===== config.mk =====
export PLATFORM = sky130hd
export DESIGN_NAME = seq_inject_ctrl_flat
export DESIGN_NICKNAME = d
export VERILOG_FILES = /design/src/rtl/seq_inject_ctrl_pkg.sv /design/src/rtl/seq_inject_ctrl_if.sv /design/src/rtl/seq_inject_ctrl_pc_assembler.sv /design/src/rtl/seq_inject_ctrl.sv /design/src/flat_wrapper.sv
export SDC_FILE = /design/constraint.sdc
export NUM_CORES = 1
export LEC_CHECK = 0
export BUFFER_PORTS_ARGS = -buffer_cell sky130_fd_sc_hd__buf_2
export CAP_MARGIN = 20
export CORE_ASPECT_RATIO = 1.2
export CORE_MARGIN = 8
export CORE_UTILIZATION = 52
export CTS_CLUSTER_DIAMETER = 60
export DETAILED_ROUTE_END_ITERATION = 10
export MAX_ROUTING_LAYER = met4
export PLACE_DENSITY = 0.8
export SKIP_CTS_REPAIR_TIMING = 1
export SYNTH_ARGS = -nofsm -noshare
export SYNTH_HDL_FRONTEND = slang
export SYNTH_SLANG_ARGS = --single-unit

===== constraint.sdc =====
create_clock -name clk -period 2.5 [get_ports clk]
set_input_delay 0.25 -clock clk [delete_from_list [all_inputs] [get_ports clk]]
set_output_delay 0.25 -clock clk [all_outputs]
set_load 0.1 [all_outputs]

===== src/rtl/seq_inject_ctrl_pkg.sv =====
// Shared opcodes, interrupt vector and sequencer state encoding for the
// control-flow injection sequencer.
package pipe_ctrl_pkg;

    localparam logic [15:0] OP_PUSH_PC_LOW  = 16'h6008;
    localparam logic [15:0] OP_PUSH_PC_HIGH = 16'h6009;
    localparam logic [15:0] OP_PUSH_FLAGS   = 16'h600A;
    localparam logic [15:0] OP_POP_PC_HIGH  = 16'h7009;
    localparam logic [15:0] OP_POP_PC_LOW   = 16'h7008;

    localparam logic [31:0] INT_VECTOR = 32'h0000_0020;

    typedef enum logic [3:0] {
        IDLE,
        CALL_LO,
        CALL_HI,
        INT_LO,
        INT_HI,
        INT_FLAGS,
        RET_HI,
        RET_LO,
        RET_WAIT,
        REDIRECT
    } state_t;

endpackage


===== src/rtl/seq_inject_ctrl_if.sv =====
// Request/memory inputs and injection/redirect outputs of the sequencer.
// The slave side is the sequencer; the master side is the surrounding pipeline.
interface seq_inject_ctrl_if;
    logic        int_req;
    logic        call_req;
    logic        ret_req;
    logic [15:0] target;
    logic [15:0] mem_data_in;
    logic        mem_data_valid;
    logic [15:0] inj_instr;
    logic        inj_valid;
    logic        stall;
    logic        change_pc;
    logic [31:0] new_pc;
    logic        int_ack;
    logic        busy;

    modport master (
        output int_req, call_req, ret_req, target, mem_data_in, mem_data_valid,
        input  inj_instr, inj_valid, stall, change_pc, new_pc, int_ack, busy
    );

    modport slave (
        input  int_req, call_req, ret_req, target, mem_data_in, mem_data_valid,
        output inj_instr, inj_valid, stall, change_pc, new_pc, int_ack, busy
    );
endinterface


===== src/rtl/seq_inject_ctrl_pc_assembler.sv =====
// Rebuilds a 32-bit return address from two popped halfwords: the first
// accepted word is the high half, the second the low half.
module pc_assembler (
    input  logic        clk,
    input  logic        reset,
    input  logic        clear,
    input  logic        cap_en,
    input  logic [15:0] data,
    output logic        done,
    output logic        last_cap,
    output logic [31:0] pc
);

    logic [1:0]  count;
    logic [15:0] hi_half;
    logic [15:0] lo_half;
    logic        take;

    // Extra words after both halves are in are dropped, not wrapped.
    assign take = cap_en && (count != 2'd2);

    // NOTE: state registers use non-blocking assignment so every flop samples
    // pre-edge values regardless of block ordering.
    always_ff @(posedge clk) begin
        if (reset || clear) begin
            count   <= 2'd0;
            hi_half <= 16'h0000;
            lo_half <= 16'h0000;
        end else if (take) begin
            if (count == 2'd0) begin
                hi_half <= data;
            end else begin
                lo_half <= data;
            end
            count <= count + 2'd1;
        end
    end

    assign done     = (count == 2'd2);
    assign last_cap = take && (count == 2'd1);
    assign pc       = {hi_half, lo_half};

endmodule


===== src/rtl/seq_inject_ctrl.sv =====
// Injects the push/pop micro-ops for CALL, RET and interrupts into decode,
// holds fetch/decode stalled while doing so and issues the final PC redirect.
module seq_inject_ctrl
    import pipe_ctrl_pkg::*;
(
    input logic            clk,
    input logic            reset,
    seq_inject_ctrl_if.slave bus
);

    state_t      state;
    state_t      state_nx;
    logic [31:0] tgt_reg;
    logic        pop_src;
    logic [31:0] tgt;

    logic        asm_clear;
    logic        asm_cap_en;
    logic        asm_done;
    logic        asm_last_cap;
    logic [31:0] asm_pc;

    logic [15:0] inj_instr;
    logic        inj_valid;
    logic        stall;
    logic        change_pc;
    logic [31:0] new_pc;
    logic        int_ack;

    assign asm_clear  = (state == IDLE) && !bus.int_req && !bus.call_req && bus.ret_req;
    assign asm_cap_en = bus.mem_data_valid && ((state == RET_LO) || (state == RET_WAIT));

    pc_assembler u_pc_assembler (
        .clk      (clk),
        .reset    (reset),
        .clear    (asm_clear),
        .cap_en   (asm_cap_en),
        .data     (bus.mem_data_in),
        .done     (asm_done),
        .last_cap (asm_last_cap),
        .pc       (asm_pc)
    );

    // A RET takes its target from the popped words; CALL/INT from tgt_reg.
    assign tgt = pop_src ? asm_pc : tgt_reg;

    always_ff @(posedge clk) begin
        if (reset) begin
            state   <= IDLE;
            tgt_reg <= 32'h0000_0000;
            pop_src <= 1'b0;
        end else begin
            state <= state_nx;
            if (state == IDLE) begin
                if (bus.int_req) begin
                    tgt_reg <= INT_VECTOR;
                    pop_src <= 1'b0;
                end else if (bus.call_req) begin
                    tgt_reg <= {16'h0000, bus.target};
                    pop_src <= 1'b0;
                end else if (bus.ret_req) begin
                    pop_src <= 1'b1;
                end
            end
        end
    end

    // NOTE: every output and the next state get a default before the case so
    // no path leaves a signal unassigned and no latch is inferred.
    always_comb begin
        state_nx  = state;
        inj_instr = 16'h0000;
        inj_valid = 1'b0;
        stall     = 1'b1;
        change_pc = 1'b0;
        new_pc    = tgt;
        int_ack   = 1'b0;

        unique case (state)
            IDLE: begin
                stall  = 1'b0;
                new_pc = 32'h0000_0000;
                if (bus.int_req) begin
                    state_nx = INT_LO;
                end else if (bus.call_req) begin
                    state_nx = CALL_LO;
                end else if (bus.ret_req) begin
                    state_nx = RET_HI;
                end
            end
            CALL_LO: begin
                inj_instr = OP_PUSH_PC_LOW;
                inj_valid = 1'b1;
                state_nx  = CALL_HI;
            end
            CALL_HI: begin
                inj_instr = OP_PUSH_PC_HIGH;
                inj_valid = 1'b1;
                state_nx  = REDIRECT;
            end
            INT_LO: begin
                inj_instr = OP_PUSH_PC_LOW;
                inj_valid = 1'b1;
                int_ack   = 1'b1;
                state_nx  = INT_HI;
            end
            INT_HI: begin
                inj_instr = OP_PUSH_PC_HIGH;
                inj_valid = 1'b1;
                state_nx  = INT_FLAGS;
            end
            INT_FLAGS: begin
                inj_instr = OP_PUSH_FLAGS;
                inj_valid = 1'b1;
                state_nx  = REDIRECT;
            end
            RET_HI: begin
                inj_instr = OP_POP_PC_HIGH;
                inj_valid = 1'b1;
                state_nx  = RET_LO;
            end
            RET_LO: begin
                inj_instr = OP_POP_PC_LOW;
                inj_valid = 1'b1;
                state_nx  = RET_WAIT;
            end
            RET_WAIT: begin
                // Redirect follows the edge at which the second word lands.
                if (asm_last_cap || asm_done) begin
                    state_nx = REDIRECT;
                end
            end
            REDIRECT: begin
                change_pc = 1'b1;
                state_nx  = IDLE;
            end
            default: begin
                state_nx = IDLE;
            end
        endcase
    end

    assign bus.inj_instr = inj_instr;
    assign bus.inj_valid = inj_valid;
    assign bus.stall     = stall;
    assign bus.change_pc = change_pc;
    assign bus.new_pc    = new_pc;
    assign bus.int_ack   = int_ack;
    assign bus.busy      = (state != IDLE);

endmodule


===== src/flat_wrapper.sv =====
// flat-port wrapper written by rule: the top's interface ports become plain ports
module seq_inject_ctrl_flat import pipe_ctrl_pkg::*;
  (clk, reset, bus_int_req, bus_call_req, bus_ret_req, bus_target, bus_mem_data_in, bus_mem_data_valid, bus_inj_instr, bus_inj_valid, bus_stall, bus_change_pc, bus_new_pc, bus_int_ack, bus_busy);
  seq_inject_ctrl_if bus_i ();
  input logic clk;
  input logic reset;
  input wire logic [$bits(bus_i.int_req)-1:0] bus_int_req;
  input wire logic [$bits(bus_i.call_req)-1:0] bus_call_req;
  input wire logic [$bits(bus_i.ret_req)-1:0] bus_ret_req;
  input wire logic [$bits(bus_i.target)-1:0] bus_target;
  input wire logic [$bits(bus_i.mem_data_in)-1:0] bus_mem_data_in;
  input wire logic [$bits(bus_i.mem_data_valid)-1:0] bus_mem_data_valid;
  output wire logic [$bits(bus_i.inj_instr)-1:0] bus_inj_instr;
  output wire logic [$bits(bus_i.inj_valid)-1:0] bus_inj_valid;
  output wire logic [$bits(bus_i.stall)-1:0] bus_stall;
  output wire logic [$bits(bus_i.change_pc)-1:0] bus_change_pc;
  output wire logic [$bits(bus_i.new_pc)-1:0] bus_new_pc;
  output wire logic [$bits(bus_i.int_ack)-1:0] bus_int_ack;
  output wire logic [$bits(bus_i.busy)-1:0] bus_busy;
  assign bus_i.int_req = bus_int_req;
  assign bus_i.call_req = bus_call_req;
  assign bus_i.ret_req = bus_ret_req;
  assign bus_i.target = bus_target;
  assign bus_i.mem_data_in = bus_mem_data_in;
  assign bus_i.mem_data_valid = bus_mem_data_valid;
  assign bus_inj_instr = bus_i.inj_instr;
  assign bus_inj_valid = bus_i.inj_valid;
  assign bus_stall = bus_i.stall;
  assign bus_change_pc = bus_i.change_pc;
  assign bus_new_pc = bus_i.new_pc;
  assign bus_int_ack = bus_i.int_ack;
  assign bus_busy = bus_i.busy;
  seq_inject_ctrl u_core (.clk(clk), .reset(reset), .bus(bus_i));
endmodule

==> impl_metrics.yaml <==
worst_hold_path:
  min_path_type: "primary input to flop"
  hold_start: "bus_target[14]"
  whs_path_depth: 2
  hold_end: "u_core.tgt_reg[14]$_SDFFE_PP0P_"
sta:
  hold_ws_ps: 134
  rsz0062_at_grt: "false"
  finalClockSkew_ps: 9.50
  layout_min_cycle_time_ps: 2310
  slew_headroom: 0.427
  worst_pin_slew_ps: 860
  finalSetupViolCount: 0
  max_freq_mhz: 433
  fin_ws_ps: 189
  hold_viol_final: 0
  finalSetupTns_ps: 0
  slew_violations: 0
  post-route-period-util: 0.925
clocking:
  cts_tree: "yes"
  clock_sinks: 55
  worstSkewPairLatency_ps: 320
  htree_levels: 2
  cts.clk_slew.worst_paths_ps: 100
  cts_max_path_buffers: 2
  cts_made_buffers: 5
  clock-root-buffer: "clkbuf_8"
layout:
  nets: 456
  n_antenna_cell: 0
  drive_gt1_frac: 0.305
  fill_cells: 512
  area_growth_pct: 25.8
logic_synthesis:
  synth_top_family_by_area: "simple AND/OR/NAND/NOR gates"
  synth_simple_gate_area_frac: 0.214
  post-synth-top-count-cell: "dfxtp_1"
  ys_warn_count: 0
  synth_common_cells: "dfxtp_1, o21ai_0, nor2b_1"
  synthMuxAreaShare: 0.162
  synth-seq-cells: 55
  synth_compound_area_frac: 0.166
  synthDistinctLibCells: 36
  synthAdderAreaFrac: 0.0122
  syn_area_per_cell_sq_um: 8.64
  synth_edf_count: 0
  synthCells: 357
  ys_async_sr_fraction: 0
  synth_top_cells_by_area: "dfxtp_1, mux2i_1, nor2b_1, o21ai_0, a22o_1"
  yosysSeqAreaShare: 0.357
  syn-cell-area_sq_um: 3080
  synth_top_area_cell: "dfxtp_1"
  ys.flop_type: "dfxtp_1"
  synthXorXnorAreaFrac: 0
  synth_top_area_share: 0.357
placed_design:
  numPortBuffers: 80
  dpl.hpwl_um: 5660
  gp_congestion: 0.830
  preCtsSetupSlack_ps: 482
routing:
  wl_um: 7950
  vias_per_cell: 5.35
  ant_nets: 0
  drt_iter0_drc: 212
  vias: 2652
  remaining_drc_errors: 0
  wl_per_cell_um: 16.0
  drtPass1Iterations: 5
critical_path:
  r2r_setup_slack_ps: 450
  max_stage_delay_ps: 370
  crit_top_cell: "buf_12"
  cp-end-kind: "primary output"
  critPathLaunchType: "flop"
  r2r_cells: 4
  criticalPathCategory: "flop to primary output"
  slowest_stage: "nor4_4"
  worstPathMaxFanout: 70
  worstPathArrival_ps: 2060
  r2r-end: "u_core.u_pc_assembler.lo_half[8]$_SDFFE_PP0P_"
  rr_startpoint: "u_core.state[0]$_SDFFE_PP0P_"
  critPathRequiredTime_ps: 2250
  crit_chain: "buf_4 > nor4_4 > inv_1 > buf_12 > and3_2 > buf_12"
global_route:
  antenna_found_initial: 0
  grt_pass1_vias: 2652
  grt_max_degree: 71
  grt_overflow: 0
  grt_pass1_wl_um: 12900
  gr-usage-all-layers: 0.188
die:
  initial_utilization: 0.540
  pin_count: 91
  fp.dieW_um: 86.3
  rows: 30
  dieArea_sq_um: 8660
  die_h_um: 100
  core_region_area_sq_um: 5710
power_and_ir_drop:
  switching_share: 0.566
  leakage_nw: 1.69
  comb_power_share: 0.603
  pwr-share-clk: 0.126
  total_power_mw: 4.00
  internal_power_mw: 1.73
  peakVddDrop_v: 0.00109
  p_seq_frac: 0.271
  powerDensity_nw_per_um2: 1030
  p_sw_mw: 2.26
status:
  status: "finished clean"
job:
  max_cap_viol_count: 0
## final cells by class
type | instances | area, sq um | share of cell area
flip-flops and latches | 55 | 1100 | 0.284
multi-input cells | 258 | 1810 | 0.466
repair buffers | 90 | 758 | 0.195
inverters | 5 | 18.8 | 0.00484
clock inverters | 3 | 22.5 | 0.00581
clock buffers | 5 | 68.8 | 0.0177
well taps | 80 | 100 | 0.0258
## cell families (layout without fill, tap and decap cells)
kind of cell	Yosys count	in the layout
fa+ha+maj	3	3
flops	55	55
mux	50	50
buf+inv	53	103
simple gates	112	112
compound gates	83	83
other cells	1	10
## power groups by stage
stage          sequential, mW  combinational, mW  clock (mW)
6_report                 1.08               2.41       0.505
5_1_grt                  1.10               2.53       0.550
4_1_cts                  1.08               2.40       0.509
3_5_place_dp             1.10               2.40           0
3_3_place_gp             1.09               2.36           0
2_1_floorplan            1.03               2.01           0
## placed cells by master, fill, tap and decap left out, types with 3 or more instances in the layout
cell	instances
buf_2	62
dfxtp_1	55
o21ai_0	54
nor2b_1	52
mux2i_1	50
buf_12	19
a22o_1	15
nor2_1	12
nor2_2	10
conb_1	10
and3_2	9
buf_4	9
and3_1	8
a21oi_1	6
inv_1	5
nor3_1	5
clkbuf_8	5
ha_1	3
## worst max path at each step
| stage | start | to | depth (start not counted) |
|---|---|---|---|
| floorplan | u_core.state[2]$_SDFFE_PP0P_ | bus_inj_instr[1] | 2 |
| detailed placement | u_core.state[0]$_SDFFE_PP0P_ | u_core.u_pc_assembler.lo_half[8]$_SDFFE_PP0P_ | 4 |
| global placement | u_core.state[0]$_SDFFE_PP0P_ | u_core.u_pc_assembler.lo_half[8]$_SDFFE_PP0P_ | 4 |
| finish | u_core.state[3]$_SDFFE_PP0P_ | bus_new_pc[28] | 6 |
| global route | u_core.state[0]$_SDFFE_PP0P_ | bus_new_pc[28] | 5 |
| CTS | u_core.state[3]$_SDFFE_PP0P_ | bus_new_pc[24] | 6 |
## worst max-delay path, delay by kind of cell, from the launching register on
| kind | cells | cell delay [ps] |
|---|---|---|
| buf+inv | 4 | 740 |
| flops | 1 | 320 |
| simple gates | 2 | 640 |
## through the flow
step | util | cells | area, sq um
final | 0.680 | 496 | 3880
after global routing | 0.680 | 496 | 3880
after CTS | 0.679 | 495 | 3870
after detailed placement | 0.663 | 487 | 3780
after global placement | 0.663 | 487 | 3780
after floorplan | - | 366 | 3170
## routing by layer
| metal | global-route usage | part of all wire |
|---|---|---|
| met1 | 0.202 | 0.40 |
| met2 | 0.339 | 0.54 |
| met3 | 0.0401 | 0.050 |
| met4 | 0.0558 | 0.015 |
| met5 | - | 0 |
No activity file was read; power rests on OpenSTA's default activity.
